===== src/rtl/seq_pkg.sv =====
// Shared definitions for the serial sequence family (transmitter and detectors).
package seq_pkg;
  typedef enum logic [1:0] {
    S_IDLE  = 2'd0,
    S_SHIFT = 2'd1,
    S_PAR   = 2'd2,
    S_GAP   = 2'd3
  } seq_state_t;

  localparam int GAP_MAX = 15;
  localparam int GAP_CW  = 4;

  // Bits needed to hold values 0..n-1, never less than one.
  function automatic int cnt_w(input int n);
    return (n < 2) ? 1 : $clog2(n);
  endfunction
endpackage


===== src/rtl/seq_gen_tx_if.sv =====
// Start/ready request channel and serial output bundle of seq_gen_tx.
interface seq_gen_tx_if #(
  parameter int PAT_W = 8,
  parameter int REP_W = 4
);
  logic [PAT_W-1:0] pat_in;
  logic [REP_W-1:0] rep_in;
  logic             start;
  logic             abort;
  logic             ready;
  logic             xout;
  logic             xvalid;
  logic             frame_end;
  logic             done;

  modport master (
    output pat_in, rep_in, start, abort,
    input  ready, xout, xvalid, frame_end, done
  );
  modport slave (
    input  pat_in, rep_in, start, abort,
    output ready, xout, xvalid, frame_end, done
  );
endinterface


===== src/rtl/seq_bit_counter.sv =====
// Loadable down-counter with a zero flag; load wins over decrement.
module seq_bit_counter #(
  parameter int W = 4
) (
  input  logic         clk,
  input  logic         reset_n,
  input  logic         load,
  input  logic         dec,
  input  logic [W-1:0] load_val,
  output logic         zero
);
  logic [W-1:0] cnt;

  always_ff @(posedge clk or negedge reset_n) begin
    if (!reset_n)  cnt <= '0;
    else if (load) cnt <= load_val;
    else if (dec)  cnt <= cnt - W'(1);
  end

  assign zero = (cnt == '0);
endmodule


===== src/rtl/seq_gen_tx.sv =====
// Serial pattern transmitter: MSB-first, repeated with an idle gap.
// Define SEQ_GEN_TX_PARITY_EN to append an even-parity bit to every repetition.
module seq_gen_tx
  import seq_pkg::*;
#(
  parameter int PAT_W = 8,
  parameter int REP_W = 4,
  parameter int GAP   = 1
) (
  input  logic          clk,
  input  logic          reset_n,
  seq_gen_tx_if.slave   bus
);
  localparam int                BW     = cnt_w(PAT_W);
  localparam logic [BW-1:0]     BIT_LD = BW'(PAT_W-1);
  localparam logic [GAP_CW-1:0] GAP_LD = (GAP > 0) ? GAP_CW'(GAP-1) : '0;

  seq_state_t       state_q, state_d;
  logic [PAT_W-1:0] pat_q, sr_q;
  logic             done_q, done_d;
  logic             ld_start, reload, shift_en, end_rep, gap_ld, gap_dec;
  logic             bit_zero, gap_zero, rep_zero;

  always_ff @(posedge clk or negedge reset_n) begin
    if (!reset_n) begin
      state_q <= S_IDLE;
      done_q  <= 1'b0;
      pat_q   <= '0;
      sr_q    <= '0;
    end else begin
      state_q <= state_d;
      done_q  <= done_d;
      if (ld_start) begin
        pat_q <= bus.pat_in;
        sr_q  <= bus.pat_in;
      end else if (reload)   sr_q <= pat_q;
      else if (shift_en)     sr_q <= {sr_q[PAT_W-2:0], 1'b0};
    end
  end

  always_comb begin
    state_d  = state_q;
    done_d   = 1'b0;
    ld_start = 1'b0;
    reload   = 1'b0;
    shift_en = 1'b0;
    end_rep  = 1'b0;
    gap_ld   = 1'b0;
    gap_dec  = 1'b0;
    if (bus.abort) begin
      state_d = S_IDLE;
    end else begin
      case (state_q)
        S_IDLE:
          if (bus.start) begin
            ld_start = 1'b1;
            state_d  = S_SHIFT;
          end
        S_SHIFT: begin
          shift_en = 1'b1;
          if (bit_zero) begin
`ifdef SEQ_GEN_TX_PARITY_EN
            state_d = S_PAR;
`else
            end_rep = 1'b1;
`endif
          end
        end
`ifdef SEQ_GEN_TX_PARITY_EN
        S_PAR: end_rep = 1'b1;
`endif
        S_GAP:
          if (gap_zero) begin
            reload  = 1'b1;
            state_d = S_SHIFT;
          end else begin
            gap_dec = 1'b1;
          end
        default: state_d = S_IDLE;
      endcase
      // The final repetition skips the gap and lands in IDLE with done.
      if (end_rep) begin
        if (rep_zero) begin
          state_d = S_IDLE;
          done_d  = 1'b1;
        end else if (GAP > 0) begin
          state_d = S_GAP;
          gap_ld  = 1'b1;
        end else begin
          state_d = S_SHIFT;
          reload  = 1'b1;
        end
      end
    end
  end

  seq_bit_counter #(.W(BW)) u_bit_cnt (
    .clk(clk), .reset_n(reset_n), .load(ld_start | reload),
    .dec(shift_en & ~bit_zero), .load_val(BIT_LD), .zero(bit_zero)
  );

  seq_bit_counter #(.W(GAP_CW)) u_gap_cnt (
    .clk(clk), .reset_n(reset_n), .load(gap_ld),
    .dec(gap_dec), .load_val(GAP_LD), .zero(gap_zero)
  );

  seq_bit_counter #(.W(REP_W)) u_rep_cnt (
    .clk(clk), .reset_n(reset_n), .load(ld_start),
    .dec(reload), .load_val(bus.rep_in), .zero(rep_zero)
  );

  assign bus.ready = (state_q == S_IDLE);
  assign bus.done  = done_q;
`ifdef SEQ_GEN_TX_PARITY_EN
  assign bus.xvalid    = (state_q == S_SHIFT) || (state_q == S_PAR);
  assign bus.xout      = (state_q == S_SHIFT) ? sr_q[PAT_W-1] :
                         (state_q == S_PAR)   ? ^pat_q : 1'b0;
  assign bus.frame_end = (state_q == S_PAR);
`else
  assign bus.xvalid    = (state_q == S_SHIFT);
  assign bus.xout      = bus.xvalid & sr_q[PAT_W-1];
  assign bus.frame_end = bus.xvalid & bit_zero;
`endif
endmodule


===== src/flat_wrapper.sv =====
// flat-port wrapper written by rule: the top's interface ports become plain ports
module seq_gen_tx_flat import seq_pkg::*;
#(
  parameter int PAT_W = 8,
  parameter int REP_W = 4,
  parameter int GAP   = 1
)
  (clk, reset_n, bus_pat_in, bus_rep_in, bus_start, bus_abort, bus_ready, bus_xout, bus_xvalid, bus_frame_end, bus_done);
  seq_gen_tx_if #(.PAT_W(PAT_W), .REP_W(REP_W)) bus_i ();
  input  logic clk;
  input  logic reset_n;
  input wire logic [$bits(bus_i.pat_in)-1:0] bus_pat_in;
  input wire logic [$bits(bus_i.rep_in)-1:0] bus_rep_in;
  input wire logic [$bits(bus_i.start)-1:0] bus_start;
  input wire logic [$bits(bus_i.abort)-1:0] bus_abort;
  output wire logic [$bits(bus_i.ready)-1:0] bus_ready;
  output wire logic [$bits(bus_i.xout)-1:0] bus_xout;
  output wire logic [$bits(bus_i.xvalid)-1:0] bus_xvalid;
  output wire logic [$bits(bus_i.frame_end)-1:0] bus_frame_end;
  output wire logic [$bits(bus_i.done)-1:0] bus_done;
  assign bus_i.pat_in = bus_pat_in;
  assign bus_i.rep_in = bus_rep_in;
  assign bus_i.start = bus_start;
  assign bus_i.abort = bus_abort;
  assign bus_ready = bus_i.ready;
  assign bus_xout = bus_i.xout;
  assign bus_xvalid = bus_i.xvalid;
  assign bus_frame_end = bus_i.frame_end;
  assign bus_done = bus_i.done;
  seq_gen_tx #(.PAT_W(PAT_W), .REP_W(REP_W), .GAP(GAP)) u_core (.clk(clk), .reset_n(reset_n), .bus(bus_i));
endmodule

===== config.mk =====
export PLATFORM = sky130hd
export DESIGN_NAME = seq_gen_tx_flat
export DESIGN_NICKNAME = d
export VERILOG_FILES = /design/src/rtl/seq_pkg.sv /design/src/rtl/seq_gen_tx_if.sv /design/src/rtl/seq_bit_counter.sv /design/src/rtl/seq_gen_tx.sv /design/src/flat_wrapper.sv
export SDC_FILE = /design/constraint.sdc
export NUM_CORES = 1
export LEC_CHECK = 0
export CORE_ASPECT_RATIO = 1.2
export CORE_MARGIN = 5
export CORE_UTILIZATION = 30
export CTS_BUF_LIST = sky130_fd_sc_hd__clkbuf_8
export DETAILED_ROUTE_END_ITERATION = 10
export GPL_TIMING_DRIVEN = 1
export PLACE_DENSITY_LB_ADDON = 0.25
export SYNTH_ARGS = -nofsm -noshare
export SYNTH_HDL_FRONTEND = slang
export SYNTH_SLANG_ARGS = --single-unit

===== constraint.sdc =====
create_clock -name clk -period 2.7 [get_ports clk]
set_clock_uncertainty 0.05 [all_clocks]
set_input_delay 0.405 -clock clk [delete_from_list [all_inputs] [get_ports clk]]
set_output_delay 0.405 -clock clk [all_outputs]
set_load 0.02 [all_outputs]

==> summary.txt <==
Finish
  – Total Nets Final: around 210
  – Leading cell type in the layout, fill and taps excluded: nand2_1
  – Layout cells sized above 1: 9.19%
  – Layout area overhead: 23.0%
  – # fillers: 516
  – Multi-input gate area: 747 sq um
  – Core Util, Final: between 30% and 40%
  – Commonest non-fill, non-tap cells in the layout: 31 x nand2_1, 30 x dfrtp_1, 20 x clkdlybuf4s50_1
  – Register area: 751 sq um
  – ANT cells: 0

Pwr
  – Internal cell power: 1.04 mW
  – P_leak: approximately 0.87 nW
  – Pwr per Cell Area: slightly above 800 mW/mm^2
  – Gate power share: 34.1%
  – Reg power frac: 44.8%
  – Net Switching: 0.517 mW
  – Worst VDD drop: roughly 300 uV
  – Clock share of power: approximately a fifth
  – Sw Ratio: 33.2%

Yosys
  – Post-Syn Area: 0.00157 sq mm
  – Synth cell types: 30
  – Post-synth net total: around 180
  – Syn avg cell area: 9.73 sq um
  – Post-synthesis cell count: around 160
  – Synth Register Bits: 30
  – Yosys warns: 0
  – Register area share after synthesis: 47.9%

Clocking
  – Clock sink count: 30
  – H-tree Lvls: 2
  – CTS tree: done
  – Inserted Clock Buffers: 5
  – Clk buf depth: 2
  – Clock Tree Root: clkbuf_8
  – CTS resizes: 0
  – Reg clk slew, reported paths: 0.06 ns
  – Worst-Skew Late Latency: 0.28 ns
  – Cts hold-fix bufs: 0
  – Postcts setup bufs: 0

Timing
  – Setup tns final: 0 ns
  – FMAX: approximately 430 MHz
  – Final setup fails: 0
  – Final Max Tran Viols: 0
  – RSZ-0062 raised after global routing: false
  – Final hold vios: 0
  – Tmin final: ~2.3 ns
  – Tightest Pin Transition: 0.522 ns
  – Period utilization: 86.7%
  – Max_slew headroom: 65.2%

Floorplan
  – Chip width: about 76 um
  – Die H: 89.2 um
  – Die area: 0.00677 sq mm
  – Site row count: 28
  – Initial core utilization: 31.3%
  – Io pins: 21
  – Core area: about 0.005 sq mm

GRT
  – Antenna violations before repair: 0
  – Tot GR Track Use: 11.6%
  – Number of global-route vias before repair: 1354
  – Largest net degree at the start of global routing: 31
  – First-pass GRT wire length: 6240 um
  – Grt total ovfl: 0

Detailed routing
  – DRT Wirelength: 3530 um
  – Post-route DRC: 0
  – Iteration-0 DRC count of the detailed router: 44
  – Drt wl/cell: 14.4 um
  – Via density per instance: 5.17
  – DRT Pass-1 Iters: 4
  – Total vias in the final route: 1267
  – Final ANT Viol Nets: 0

Worst setup path
  – Critical Setup Path Class: reg2out
  – CP endpoint kind: output pin
  – WP data required: 2.25 ns
  – Top fanout value on the critical path: 5
  – Critical path launch point type: register
  – Worst path arrival time: 1.89 ns

Place
  – Routability Congestion: 0.764
  – Number of port buffers: 20
  – DP Wirelength: 2580 um

Min path
  – Hold Crit Class: reg2reg

Run status
  – Status: finished clean

Job
  – Max cap viols: 0
## cell families after synthesis
family / synth area share (%)
multiplexers: 2.00
XOR/XNOR: 3.91
AND/OR/NAND/NOR: 19.9
flip-flops: 47.9
AO/OA/AOI/OAI: 16.3
adder cells (fa/ha/maj): 5.59
buffers and inverters: 4.39
## Yosys cell counts
| cell type | number | area (sq um) |
|---|---|---|
| nand2b_1 | 2 | 12.5 |
| o21ai_0 | 4 | 20.0 |
| xor2_1 | 4 | 35.0 |
| o2111ai_1 | 7 | 61.3 |
| or3b_1 | 2 | 17.5 |
| and2_1 | 1 | 6.26 |
| mux2_2 | 1 | 11.3 |
| nor2_1 | 8 | 30.0 |
| xnor2_1 | 3 | 26.3 |
| nor3b_2 | 1 | 12.5 |
| inv_1 | 8 | 30.0 |
| nor3_1 | 5 | 25.0 |
| o21ai_1 | 7 | 35.0 |
| mux2i_1 | 2 | 20.0 |
| nand2_1 | 31 | 116 |
| and3b_1 | 3 | 26.3 |
| a211oi_2 | 1 | 12.5 |
| clkbuf_1 | 5 | 18.8 |
| nor2b_1 | 4 | 25.0 |
| a211oi_1 | 1 | 7.51 |
| dfrtp_1 | 30 | 751 |
| nand3_1 | 5 | 25.0 |
| nor3b_1 | 1 | 7.51 |
| a221o_1 | 7 | 70.1 |
| nand3b_1 | 1 | 7.51 |
| o32ai_2 | 1 | 16.3 |
| ha_1 | 7 | 87.6 |
| buf_2 | 4 | 20.0 |
| a21oi_1 | 3 | 15.0 |
| a211o_1 | 2 | 17.5 |
## through the flow
step,power [mW],instance area (sq um),cells,setup slack (ns),hold WS (ns)
2_1_floorplan,1.06,1570,161,0.860,0.0594
3_3_place_gp,1.22,1850,238,0.536,0.408
6_report,1.56,1930,245,0.359,0.421
5_1_grt,1.69,1930,245,0.272,0.460
3_5_place_dp,1.24,1850,238,0.461,0.413
4_1_cts,1.59,1930,245,0.331,0.429
## path summary, 6_finish.rpt
path | end | slack, ns | cells past startpoint | from
setup / recovery | bus_frame_end | 0.36 | 4 | u_core.state_q[1]
hold / removal | u_core.pat_q[4] | 0.42 | 2 | u_core.pat_q[4]
setup reg to reg | u_core.u_rep_cnt.cnt[0] | 0.69 | 6 | u_core.u_gap_cnt.cnt[0]
hold reg to reg | u_core.pat_q[4] | 0.42 | 2 | u_core.pat_q[4]
max in group asynchronous | u_core.pat_q[1] | 1.85 | 2 | reset_n
min in group asynchronous | u_core.u_gap_cnt.cnt[0] | 0.46 | 2 | reset_n
## worst max-delay path: stages, from the launching register on
cell             delay (ns)
dfrtp_1                0.40
inv_1                  0.09
ha_1                   0.24
and3b_1                0.26
clkdlybuf4s50_1        0.62
## registers in the layout, indices dropped and copies added, names as in the netlist
register              count
u_core.sr_q               8
u_core.pat_q              8
u_core.state_q            2
u_core.u_gap_cnt.cnt      4
u_core.u_bit_cnt.cnt      3
u_core.bus.done           1
u_core.u_rep_cnt.cnt      4
## layer usage
layer,wire length (um),GRT usage [%],up-vias
li1,-,-,612
met1,1540,13.2,621
met2,1780,20.1,30
met3,179,3.83,4
met4,27,4.53,0
met5,0,0,-
## area by class of cell
cell class | count | share of cell area (%)
sequential | 30 | 39.0
multi-input combinational | 114 | 38.8
timing repair buffer | 26 | 12.7
tap | 60 | 3.90
clock buffer | 5 | 3.57
inverter | 8 | 1.56
clock inverter | 2 | 0.519
## power by group through the flow
stage          registers [mW]  logic [mW]  clock network (mW)
2_1_floorplan           0.677       0.381                   0
3_3_place_gp            0.696       0.521                   0
3_5_place_dp            0.706       0.536                   0
4_1_cts                 0.698       0.540               0.349
5_1_grt                 0.716       0.608               0.365
6_report                0.699       0.531               0.328
(Power assumes the default switching activity.)
